--- config.mk ---
export PLATFORM = sky130hd
export DESIGN_NAME = cv32e40p_xmem_responder_flat
export DESIGN_NICKNAME = d
export VERILOG_FILES = /design/src/rtl/cv32e40p_xmem_responder_if.sv /design/src/rtl/cv32e40p_xmem_responder.sv /design/src/flat_wrapper.sv
export SDC_FILE = /design/constraint.sdc
export NUM_CORES = 1
export LEC_CHECK = 0
export CELL_PAD_IN_SITES_DETAIL_PLACEMENT = 0
export CELL_PAD_IN_SITES_GLOBAL_PLACEMENT = 1
export CORE_AREA = 4 4 101 198
export DETAILED_ROUTE_END_ITERATION = 10
export DIE_AREA = 0 0 105 202
export GPL_ROUTABILITY_DRIVEN = 0
export PLACE_DENSITY = 0.73
export SYNTH_ARGS = -nofsm -noshare
export SYNTH_HDL_FRONTEND = slang
export SYNTH_SLANG_ARGS = --single-unit
--- constraint.sdc ---
create_clock -name clk_i -period 2 [get_ports clk_i]
set_clock_uncertainty 0.1 [all_clocks]
set_input_delay 0.4 -clock clk_i [delete_from_list [all_inputs] [get_ports clk_i]]
set_output_delay 0.4 -clock clk_i [all_outputs]
set_load 0.05 [all_outputs]
--- src/rtl/cv32e40p_xmem_responder_if.sv ---
// ============================================================================
//  Module      : cv32e40p_x_if_pkg / cv32e40p_xmem_responder_if
//  Description : xmem request/response type and the bundled xmem + OBI data
//                port signals seen by the xmem responder.
//  Revision    : 1.0 - initial release
// ============================================================================
`default_nettype none

package cv32e40p_x_if_pkg;
    typedef enum logic {
        READ  = 1'b0,
        WRITE = 1'b1
    } mem_req_type_e;
endpackage

interface cv32e40p_xmem_responder_if;
    logic                              xmem_q_valid_i;
    logic                              xmem_q_ready_o;
    logic [31:0]                       xmem_q_laddr_i;
    logic [31:0]                       xmem_q_wdata_i;
    logic [2:0]                        xmem_q_width_i;
    cv32e40p_x_if_pkg::mem_req_type_e  xmem_q_req_type_i;
    logic                              xmem_q_mode_i;
    logic                              xmem_q_spec_i;
    logic                              xmem_q_endoftransaction_i;
    logic                              xmem_p_valid_o;
    logic                              xmem_p_ready_i;
    logic [31:0]                       xmem_p_rdata_o;
    logic [4:0]                        xmem_p_range_o;
    logic                              xmem_p_status_o;
    logic                              data_req_o;
    logic                              data_gnt_i;
    logic [31:0]                       data_addr_o;
    logic                              data_we_o;
    logic [3:0]                        data_be_o;
    logic [31:0]                       data_wdata_o;
    logic                              data_rvalid_i;
    logic [31:0]                       data_rdata_i;
    logic                              data_err_i;

    // Responder view: slave on xmem, initiator on the OBI data port.
    modport slave (
        input  xmem_q_valid_i, xmem_q_laddr_i, xmem_q_wdata_i, xmem_q_width_i,
               xmem_q_req_type_i, xmem_q_mode_i, xmem_q_spec_i,
               xmem_q_endoftransaction_i, xmem_p_ready_i,
               data_gnt_i, data_rvalid_i, data_rdata_i, data_err_i,
        output xmem_q_ready_o, xmem_p_valid_o, xmem_p_rdata_o, xmem_p_range_o,
               xmem_p_status_o, data_req_o, data_addr_o, data_we_o, data_be_o,
               data_wdata_o
    );

    modport master (
        output xmem_q_valid_i, xmem_q_laddr_i, xmem_q_wdata_i, xmem_q_width_i,
               xmem_q_req_type_i, xmem_q_mode_i, xmem_q_spec_i,
               xmem_q_endoftransaction_i, xmem_p_ready_i,
               data_gnt_i, data_rvalid_i, data_rdata_i, data_err_i,
        input  xmem_q_ready_o, xmem_p_valid_o, xmem_p_rdata_o, xmem_p_range_o,
               xmem_p_status_o, data_req_o, data_addr_o, data_we_o, data_be_o,
               data_wdata_o
    );
endinterface

`default_nettype wire

--- src/rtl/cv32e40p_xmem_responder.sv ---
// ============================================================================
//  Module      : cv32e40p_xmem_responder
//  Description : Turns each xmem request into one OBI data transaction and
//                returns one xmem response. Optional macro
//                CV32E40P_XMEM_ERR_CHECK_EN enables illegal-request detection
//                and bus-error reporting.
//  Revision    : 1.0 - initial release
// ============================================================================
`default_nettype none

module cv32e40p_xmem_responder #(
    parameter int unsigned SIGN_EXTEND = 0
) (
    input  logic                    clk_i,
    input  logic                    rst_ni,
    cv32e40p_xmem_responder_if.slave bus
);

    localparam logic [1:0] IDLE = 2'd0;
    localparam logic [1:0] REQ  = 2'd1;
    localparam logic [1:0] WAIT = 2'd2;
    localparam logic [1:0] RSP  = 2'd3;

    logic [1:0]  state_q, state_d;
    logic [1:0]  width_q, width_d;
    logic [1:0]  off_q, off_d;
    logic        we_q, we_d;
    logic [31:0] addr_q, addr_d;
    logic [3:0]  be_q, be_d;
    logic [31:0] wdata_q, wdata_d;
    logic [31:0] rdata_q, rdata_d;
    logic [4:0]  range_q, range_d;
    logic        status_q, status_d;

    logic [1:0]  w_width;
    logic [31:0] w_laddr;
    logic        w_illegal;
    logic [3:0]  w_be;
    logic [31:0] w_wdata;
    logic [4:0]  w_range;
    logic [31:0] w_lane;
    logic [31:0] w_rdata_ext;
    logic        w_err;
    logic        w_unused;

    // Request decode: effective width, address and legality.
    always_comb begin
        w_illegal = 1'b0;
        w_laddr   = bus.xmem_q_laddr_i;
        w_width   = (bus.xmem_q_width_i > 3'd2) ? 2'd2 : bus.xmem_q_width_i[1:0];
`ifdef CV32E40P_XMEM_ERR_CHECK_EN
        case (bus.xmem_q_width_i)
            3'd0:    w_illegal = 1'b0;
            3'd1:    w_illegal = bus.xmem_q_laddr_i[0];
            3'd2:    w_illegal = |bus.xmem_q_laddr_i[1:0];
            default: w_illegal = 1'b1;
        endcase
        if ((bus.xmem_q_req_type_i == cv32e40p_x_if_pkg::WRITE) && bus.xmem_q_spec_i) begin
            w_illegal = 1'b1;
        end
`else
        case (w_width)
            2'd1:    w_laddr[0]   = 1'b0;
            2'd2:    w_laddr[1:0] = 2'b00;
            default: w_laddr[1:0] = bus.xmem_q_laddr_i[1:0];
        endcase
`endif
    end

`ifdef CV32E40P_XMEM_ERR_CHECK_EN
    assign w_err = bus.data_err_i;
`else
    assign w_err = 1'b0;
`endif

    always_comb begin
        case (w_width)
            2'd0: begin
                w_be    = 4'b0001 << w_laddr[1:0];
                w_wdata = {4{bus.xmem_q_wdata_i[7:0]}};
                w_range = 5'd7;
            end
            2'd1: begin
                w_be    = 4'b0011 << w_laddr[1:0];
                w_wdata = {2{bus.xmem_q_wdata_i[15:0]}};
                w_range = 5'd15;
            end
            default: begin
                w_be    = 4'hF;
                w_wdata = bus.xmem_q_wdata_i;
                w_range = 5'd31;
            end
        endcase
    end

    // Read data is returned LSB-aligned, so shift the addressed lane down.
    assign w_lane = bus.data_rdata_i >> {off_q, 3'b000};

    always_comb begin
        case (width_q)
            2'd0:    w_rdata_ext = (SIGN_EXTEND != 0) ? {{24{w_lane[7]}}, w_lane[7:0]}
                                                      : {24'd0, w_lane[7:0]};
            2'd1:    w_rdata_ext = (SIGN_EXTEND != 0) ? {{16{w_lane[15]}}, w_lane[15:0]}
                                                      : {16'd0, w_lane[15:0]};
            default: w_rdata_ext = w_lane;
        endcase
    end

    always_comb begin
        state_d  = state_q;
        width_d  = width_q;
        off_d    = off_q;
        we_d     = we_q;
        addr_d   = addr_q;
        be_d     = be_q;
        wdata_d  = wdata_q;
        rdata_d  = rdata_q;
        range_d  = range_q;
        status_d = status_q;
        case (state_q)
            IDLE: begin
                if (bus.xmem_q_valid_i) begin
                    width_d  = w_width;
                    off_d    = w_laddr[1:0];
                    range_d  = w_range;
                    rdata_d  = '0;
                    status_d = 1'b0;
                    if (w_illegal) begin
                        // Rejected without touching the OBI port.
                        status_d = 1'b1;
                        state_d  = RSP;
                    end else begin
                        we_d    = (bus.xmem_q_req_type_i == cv32e40p_x_if_pkg::WRITE);
                        addr_d  = {w_laddr[31:2], 2'b00};
                        be_d    = w_be;
                        wdata_d = w_wdata;
                        state_d = REQ;
                    end
                end
            end
            REQ: begin
                if (bus.data_gnt_i) begin
                    state_d = WAIT;
                end
            end
            WAIT: begin
                if (bus.data_rvalid_i) begin
                    rdata_d  = we_q ? 32'd0 : w_rdata_ext;
                    status_d = w_err;
                    state_d  = RSP;
                end
            end
            RSP: begin
                if (bus.xmem_p_ready_i) begin
                    state_d = IDLE;
                end
            end
            default: state_d = IDLE;
        endcase
    end

    always_ff @(posedge clk_i or negedge rst_ni) begin
        if (!rst_ni) begin
            state_q  <= IDLE;
            width_q  <= 2'd0;
            off_q    <= 2'd0;
            we_q     <= 1'b0;
            addr_q   <= 32'd0;
            be_q     <= 4'd0;
            wdata_q  <= 32'd0;
            rdata_q  <= 32'd0;
            range_q  <= 5'd0;
            status_q <= 1'b0;
        end else begin
            state_q  <= state_d;
            width_q  <= width_d;
            off_q    <= off_d;
            we_q     <= we_d;
            addr_q   <= addr_d;
            be_q     <= be_d;
            wdata_q  <= wdata_d;
            rdata_q  <= rdata_d;
            range_q  <= range_d;
            status_q <= status_d;
        end
    end

    assign bus.xmem_q_ready_o  = (state_q == IDLE);
    assign bus.xmem_p_valid_o  = (state_q == RSP);
    assign bus.xmem_p_rdata_o  = rdata_q;
    assign bus.xmem_p_range_o  = range_q;
    assign bus.xmem_p_status_o = status_q;
    assign bus.data_req_o      = (state_q == REQ);
    assign bus.data_addr_o     = addr_q;
    assign bus.data_we_o       = we_q;
    assign bus.data_be_o       = be_q;
    assign bus.data_wdata_o    = wdata_q;

    assign w_unused = ^{bus.xmem_q_mode_i, bus.xmem_q_endoftransaction_i,
                        bus.xmem_q_spec_i, bus.data_err_i};

endmodule

`default_nettype wire

--- src/flat_wrapper.sv ---
// flat-port wrapper written by rule: the top's interface ports become plain ports
module cv32e40p_xmem_responder_flat 
#(
    parameter int unsigned SIGN_EXTEND = 0
)
  (clk_i, rst_ni, bus_xmem_q_valid_i, bus_xmem_q_laddr_i, bus_xmem_q_wdata_i, bus_xmem_q_width_i, bus_xmem_q_req_type_i, bus_xmem_q_mode_i, bus_xmem_q_spec_i, bus_xmem_q_endoftransaction_i, bus_xmem_p_ready_i, bus_data_gnt_i, bus_data_rvalid_i, bus_data_rdata_i, bus_data_err_i, bus_xmem_q_ready_o, bus_xmem_p_valid_o, bus_xmem_p_rdata_o, bus_xmem_p_range_o, bus_xmem_p_status_o, bus_data_req_o, bus_data_addr_o, bus_data_we_o, bus_data_be_o, bus_data_wdata_o);
  cv32e40p_xmem_responder_if bus_i ();
  input  logic clk_i;
  input  logic rst_ni;
  input wire logic [$bits(bus_i.xmem_q_valid_i)-1:0] bus_xmem_q_valid_i;
  input wire logic [$bits(bus_i.xmem_q_laddr_i)-1:0] bus_xmem_q_laddr_i;
  input wire logic [$bits(bus_i.xmem_q_wdata_i)-1:0] bus_xmem_q_wdata_i;
  input wire logic [$bits(bus_i.xmem_q_width_i)-1:0] bus_xmem_q_width_i;
  input wire logic [$bits(bus_i.xmem_q_req_type_i)-1:0] bus_xmem_q_req_type_i;
  input wire logic [$bits(bus_i.xmem_q_mode_i)-1:0] bus_xmem_q_mode_i;
  input wire logic [$bits(bus_i.xmem_q_spec_i)-1:0] bus_xmem_q_spec_i;
  input wire logic [$bits(bus_i.xmem_q_endoftransaction_i)-1:0] bus_xmem_q_endoftransaction_i;
  input wire logic [$bits(bus_i.xmem_p_ready_i)-1:0] bus_xmem_p_ready_i;
  input wire logic [$bits(bus_i.data_gnt_i)-1:0] bus_data_gnt_i;
  input wire logic [$bits(bus_i.data_rvalid_i)-1:0] bus_data_rvalid_i;
  input wire logic [$bits(bus_i.data_rdata_i)-1:0] bus_data_rdata_i;
  input wire logic [$bits(bus_i.data_err_i)-1:0] bus_data_err_i;
  output wire logic [$bits(bus_i.xmem_q_ready_o)-1:0] bus_xmem_q_ready_o;
  output wire logic [$bits(bus_i.xmem_p_valid_o)-1:0] bus_xmem_p_valid_o;
  output wire logic [$bits(bus_i.xmem_p_rdata_o)-1:0] bus_xmem_p_rdata_o;
  output wire logic [$bits(bus_i.xmem_p_range_o)-1:0] bus_xmem_p_range_o;
  output wire logic [$bits(bus_i.xmem_p_status_o)-1:0] bus_xmem_p_status_o;
  output wire logic [$bits(bus_i.data_req_o)-1:0] bus_data_req_o;
  output wire logic [$bits(bus_i.data_addr_o)-1:0] bus_data_addr_o;
  output wire logic [$bits(bus_i.data_we_o)-1:0] bus_data_we_o;
  output wire logic [$bits(bus_i.data_be_o)-1:0] bus_data_be_o;
  output wire logic [$bits(bus_i.data_wdata_o)-1:0] bus_data_wdata_o;
  assign bus_i.xmem_q_valid_i = bus_xmem_q_valid_i;
  assign bus_i.xmem_q_laddr_i = bus_xmem_q_laddr_i;
  assign bus_i.xmem_q_wdata_i = bus_xmem_q_wdata_i;
  assign bus_i.xmem_q_width_i = bus_xmem_q_width_i;
  assign bus_i.xmem_q_req_type_i = bus_xmem_q_req_type_i;
  assign bus_i.xmem_q_mode_i = bus_xmem_q_mode_i;
  assign bus_i.xmem_q_spec_i = bus_xmem_q_spec_i;
  assign bus_i.xmem_q_endoftransaction_i = bus_xmem_q_endoftransaction_i;
  assign bus_i.xmem_p_ready_i = bus_xmem_p_ready_i;
  assign bus_i.data_gnt_i = bus_data_gnt_i;
  assign bus_i.data_rvalid_i = bus_data_rvalid_i;
  assign bus_i.data_rdata_i = bus_data_rdata_i;
  assign bus_i.data_err_i = bus_data_err_i;
  assign bus_xmem_q_ready_o = bus_i.xmem_q_ready_o;
  assign bus_xmem_p_valid_o = bus_i.xmem_p_valid_o;
  assign bus_xmem_p_rdata_o = bus_i.xmem_p_rdata_o;
  assign bus_xmem_p_range_o = bus_i.xmem_p_range_o;
  assign bus_xmem_p_status_o = bus_i.xmem_p_status_o;
  assign bus_data_req_o = bus_i.data_req_o;
  assign bus_data_addr_o = bus_i.data_addr_o;
  assign bus_data_we_o = bus_i.data_we_o;
  assign bus_data_be_o = bus_i.data_be_o;
  assign bus_data_wdata_o = bus_i.data_wdata_o;
  cv32e40p_xmem_responder #(.SIGN_EXTEND(SIGN_EXTEND)) u_core (.clk_i(clk_i), .rst_ni(rst_ni), .bus(bus_i));
endmodule
==> flow_summary.rst <==
.. list-table::
   :header-rows: 1

   * - Metric
     - Value
   * - Post-route design area
     - 7953 µm²
   * - Count of flip-flops with a built-in enable after synthesis
     - 0
   * - Number of port buffers
     - 212
   * - Slew at the pin closest to its max-slew limit
     - 0.5279 ns
   * - Crit path launch type
     - flop
   * - Startpoint-to-endpoint class of the critical path
     - flop to flop
   * - Num CTS Buffers
     - 9
   * - Hold Crit Endpoint
     - u_core.bus.data_addr_o[8]
   * - Worst-case register-to-register setup slack
     - 0.08 ns
   * - Ratio of total power to cell area
     - 1819 nW/µm²
   * - Final worst-path cycle share
     - 96.02%
   * - Antenna violations before repair
     - 2
   * - Post-synthesis instance total
     - 504
   * - Post-synthesis simple-gate area fraction
     - 19.31%
   * - CP max stage cell
     - sky130_fd_sc_hd__dfrtp_1
   * - Synthesized-area fraction occupied by ao, oa, aoi and oai cells
     - between 10% and 20%
   * - Delay-heaviest family, CP
     - simple AND/OR/NAND/NOR gates
   * - Lkg Pwr
     - 3.841 nW
   * - Congestion Overflow GR
     - 0
   * - Area share of fa/ha/maj cells after synthesis
     - 1.483%
   * - Synth warn
     - 0
   * - Largest family of logic cells by synthesized area
     - simple AND/OR/NAND/NOR gates
   * - Die outline height
     - ~200 µm
   * - Most frequently used cell type in the post-synthesis netlist
     - sky130_fd_sc_hd__nand2_1
   * - Hold violation total from the final report
     - 0
   * - Final routed DRC violation total
     - 0
   * - Total core area
     - 18390 µm²
   * - First-pass DRT Iterations
     - 4
   * - Startpoint of the worst register-to-register path
     - u_core.state_q[1]
   * - Die area
     - about 21000 µm²
   * - Hold slack
     - 0.3780 ns
   * - Number of placement rows
     - 70
   * - Post-synthesis area per instance
     - 10.04 µm²
   * - Setup crit end kind
     - flop
   * - # IOs
     - 220
   * - Type of the worst min-delay path
     - flop to flop
   * - Cell types occupying the most area after synthesis
     - sky130_fd_sc_hd__dfrtp_1, sky130_fd_sc_hd__nand2_1, sky130_fd_sc_hd__o31ai_1
   * - Area Growth Syn to Fin
     - 57.13%
   * - Detailed-route via count
     - 4594
   * - Delay of the slowest critical-path stage
     - 0.43 ns
   * - Top FF cell, synth
     - sky130_fd_sc_hd__dfrtp_1
   * - Ys async rst share
     - 100.0%
   * - Iteration-0 DRC Markers
     - 190
   * - RSZ-0062 raised after global routing
     - no
   * - Worst EP required
     - approximately 2.1 ns
   * - Share of the synthesized netlist area taken by xor and xnor gates
     - 0%
   * - Half-perimeter wire length after detailed placement
     - around 14 mm
   * - Clock tree from TritonCTS
     - yes
   * - Result of the run
     - finished, final reports clean
   * - Setup violators final
     - 0
   * - Mux contribution to synthesized area
     - 6.749%
   * - Synth cell types
     - 43
   * - Worst reg2reg endpoint
     - u_core.bus.xmem_p_rdata_o[15]
   * - Layout cell share with drive strength beyond 1
     - 27.86%
   * - Shortest clock period the worst path allows after layout
     - 1.920 ns
   * - Worst-case headroom to the max-slew limit
     - 64.67%
   * - Root Buffer
     - sky130_fd_sc_hd__clkbuf_16
   * - Endpoint arrival time on the critical path
     - 2.06 ns
   * - Clock Pin Slew Worst Setup and Hold Paths
     - 0.07 ns
   * - Max-cap violations
     - 0
   * - Die Width
     - 105 µm
   * - Initial core utilization
     - 27.52%
   * - Maximum buffer depth of the clock tree
     - 2
   * - Peak fanout along the critical path
     - 10
   * - Post-Synthesis Cell Area
     - 5061 µm²
   * - Fmax
     - 0.5207 GHz
   * - Cell type contributing the most total cell area after synthesis
     - sky130_fd_sc_hd__dfrtp_1
   * - Buffers plus inverters on the worst setup path
     - 3
   * - Number of clock sinks
     - about 110
   * - Cell Chain, Critical Path
     - inv_2 -> ha_4 -> nor2_1 -> buf_4 -> or3_4 -> buf_12 -> o31ai_1
   * - Commonest cells in the netlist
     - sky130_fd_sc_hd__nand2_1, sky130_fd_sc_hd__dfrtp_1, sky130_fd_sc_hd__nor2_1, sky130_fd_sc_hd__o31ai_1, sky130_fd_sc_hd__clkbuf_1
   * - Via count of the first global-routing pass
     - roughly 5000
   * - Total routing usage reported by global routing
     - 16.53%
   * - Hold wc startpoint
     - u_core.bus.data_addr_o[8]
   * - Average wire length per cell after detail routing
     - 18.37 µm
   * - Sequential share of the synthesized area
     - 52.90%
   * - Flops & latches, synth
     - 107
   * - Top cell type's share of synthesized area
     - 52.90%
   * - Clock insertion delay at the later pin of the skew report
     - 0.35 ns
   * - Number of instances on the worst hold path
     - 2
   * - Detail-routed via count per cell
     - roughly 4.8
   * - Remaining number of nets flagged by the antenna check after routing
     - 0
   * - Worst reg2reg path depth
     - 7
   * - Pin count of the biggest net entering global routing
     - 49
   * - Maximum vdd ir drop
     - 0.8675 mV
   * - Total routed wirelength
     - 17.65 mm
   * - H-tree levels
     - 3
   * - Final nets
     - about 850
   * - Global-route wire length before repair
     - 27.26 mm
   * - Post-detailed-placement cell area
     - approximately 7500 µm²
   * - Slew Viols, Final
     - 0
routing by layer:
metal | routed length (µm) | global-route usage (%) | share of wire (%)
met5 | 0 | 0 | 0
met4 | 1066 | 11.03 | 6.0
met3 | 891 | 3.228 | 5.0
met2 | 9613 | 30.58 | 54
met1 | 6079 | 16.34 | 34
worst register-to-register path: cells and delay by family (launching register included):
family | cells | cell delay, ns
compound gates | 1 | 0.25
buf+inv | 3 | 0.42
fa+ha+maj | 1 | 0.16
simple gates | 2 | 0.45
flops | 1 | 0.43
cell usage in the layout, fill, tap and decap left out, types with 3 or more instances in the layout:
cell,Yosys,final
sky130_fd_sc_hd__conb_1,1,3
sky130_fd_sc_hd__nor3b_1,8,8
sky130_fd_sc_hd__a211o_1,8,8
sky130_fd_sc_hd__dfrtp_1,107,107
sky130_fd_sc_hd__dlygate4sd2_1,0,4
sky130_fd_sc_hd__inv_1,6,3
sky130_fd_sc_hd__o21ai_0,5,5
sky130_fd_sc_hd__o31ai_1,30,27
sky130_fd_sc_hd__mux2_1,7,7
sky130_fd_sc_hd__mux2i_1,15,15
sky130_fd_sc_hd__clkbuf_16,0,9
sky130_fd_sc_hd__a31oi_1,4,4
sky130_fd_sc_hd__ha_4,0,4
sky130_fd_sc_hd__o31ai_2,0,3
sky130_fd_sc_hd__nand2_1,148,146
sky130_fd_sc_hd__buf_12,0,11
sky130_fd_sc_hd__buf_4,11,141
sky130_fd_sc_hd__nor2_1,31,30
sky130_fd_sc_hd__and2_1,11,10
sky130_fd_sc_hd__a221oi_2,0,5
sky130_fd_sc_hd__nor2b_1,13,12
sky130_fd_sc_hd__a221o_1,8,8
sky130_fd_sc_hd__clkdlybuf4s50_1,0,102
sky130_fd_sc_hd__a2bb2oi_1,6,6
sky130_fd_sc_hd__a32o_1,8,8
sky130_fd_sc_hd__mux2_2,10,10
report_power, final:
part	switching [mW]	internal [mW]
Sequential	0.618	3.12
Clock	0.824	0.975
Combinational	5.79	3.14
sequential cells by signal, indices dropped and copies added, names as in the netlist:
register / count
u_core.width_q: 1
u_core.bus.xmem_p_range_o: 3
u_core.bus.data_wdata_o: 32
u_core.state_q: 2
u_core.bus.data_addr_o: 30
u_core.bus.data_we_o: 1
u_core.bus.data_be_o: 4
u_core.bus.xmem_p_rdata_o: 32
u_core.off_q: 2
final cells by class:
| type | instances | area [µm²] |
|---|---|---|
| antenna | 2 | 5.005 |
| timing repair buffer | 263 | 2392 |
| fill | 1826 | 10440 |
| sequential | 107 | 2678 |
| clock inverter | 6 | 65.06 |
| tap | 216 | 270.3 |
| inverter | 7 | 33.78 |
| multi-input combinational | 350 | 2280 |
| clock buffer | 10 | 229.0 |
kinds of logic after synthesis:
logic type | Yosys count
AOI/OAI and AO/OA | 88
adders and majority gates | 6
other | 1
DFF | 107
buffers and inverters | 49
muxes | 32
and+or+nand+nor | 221
worst max-delay path by stage:
stage,startpoint,endpoint,slack [ns],cells after the start
floorplan,u_core.state_q[0],u_core.bus.xmem_p_rdata_o[17],0.001,7
global placement,bus_xmem_q_width_i[1],u_core.bus.data_wdata_o[19],-0.37,8
detailed placement,bus_xmem_q_width_i[1],u_core.bus.data_wdata_o[9],-0.42,10
CTS,u_core.state_q[0],u_core.bus.xmem_p_rdata_o[20],0.003,6
global route,u_core.state_q[1],u_core.bus.xmem_p_rdata_o[15],0.007,7
finish,u_core.state_q[1],u_core.bus.xmem_p_rdata_o[15],0.08,7
what timing repair did:
| item | in CTS | in global routing |
|---|---|---|
| hold buffers | 1 | 0 |
| resized for setup | 8 | 24 |
| cloned | 0 | 0 |
| setup buffers | 0 | 4 |
| pin swaps | 3 | 6 |
| endpoints found under the hold margin | 22 | 0 |
| endpoints found under the setup margin | 27 | 40 |
per-stage QoR:
stage,setup TNS [ns],setup WS [ns],std cells,util [%],power (mW)
4_1_cts,0,0.003108,955,42.46,14.59
5_1_grt,0,0.006870,961,43.24,15.26
3_5_place_dp,-12.84,-0.4183,938,40.72,12.75
3_3_place_gp,-10.98,-0.3655,938,40.72,12.59
6_report,0,0.07957,961,43.24,14.47
2_1_floorplan,0,0.001236,506,-,9.447
No activity file was read; power rests on OpenSTA's default activity.
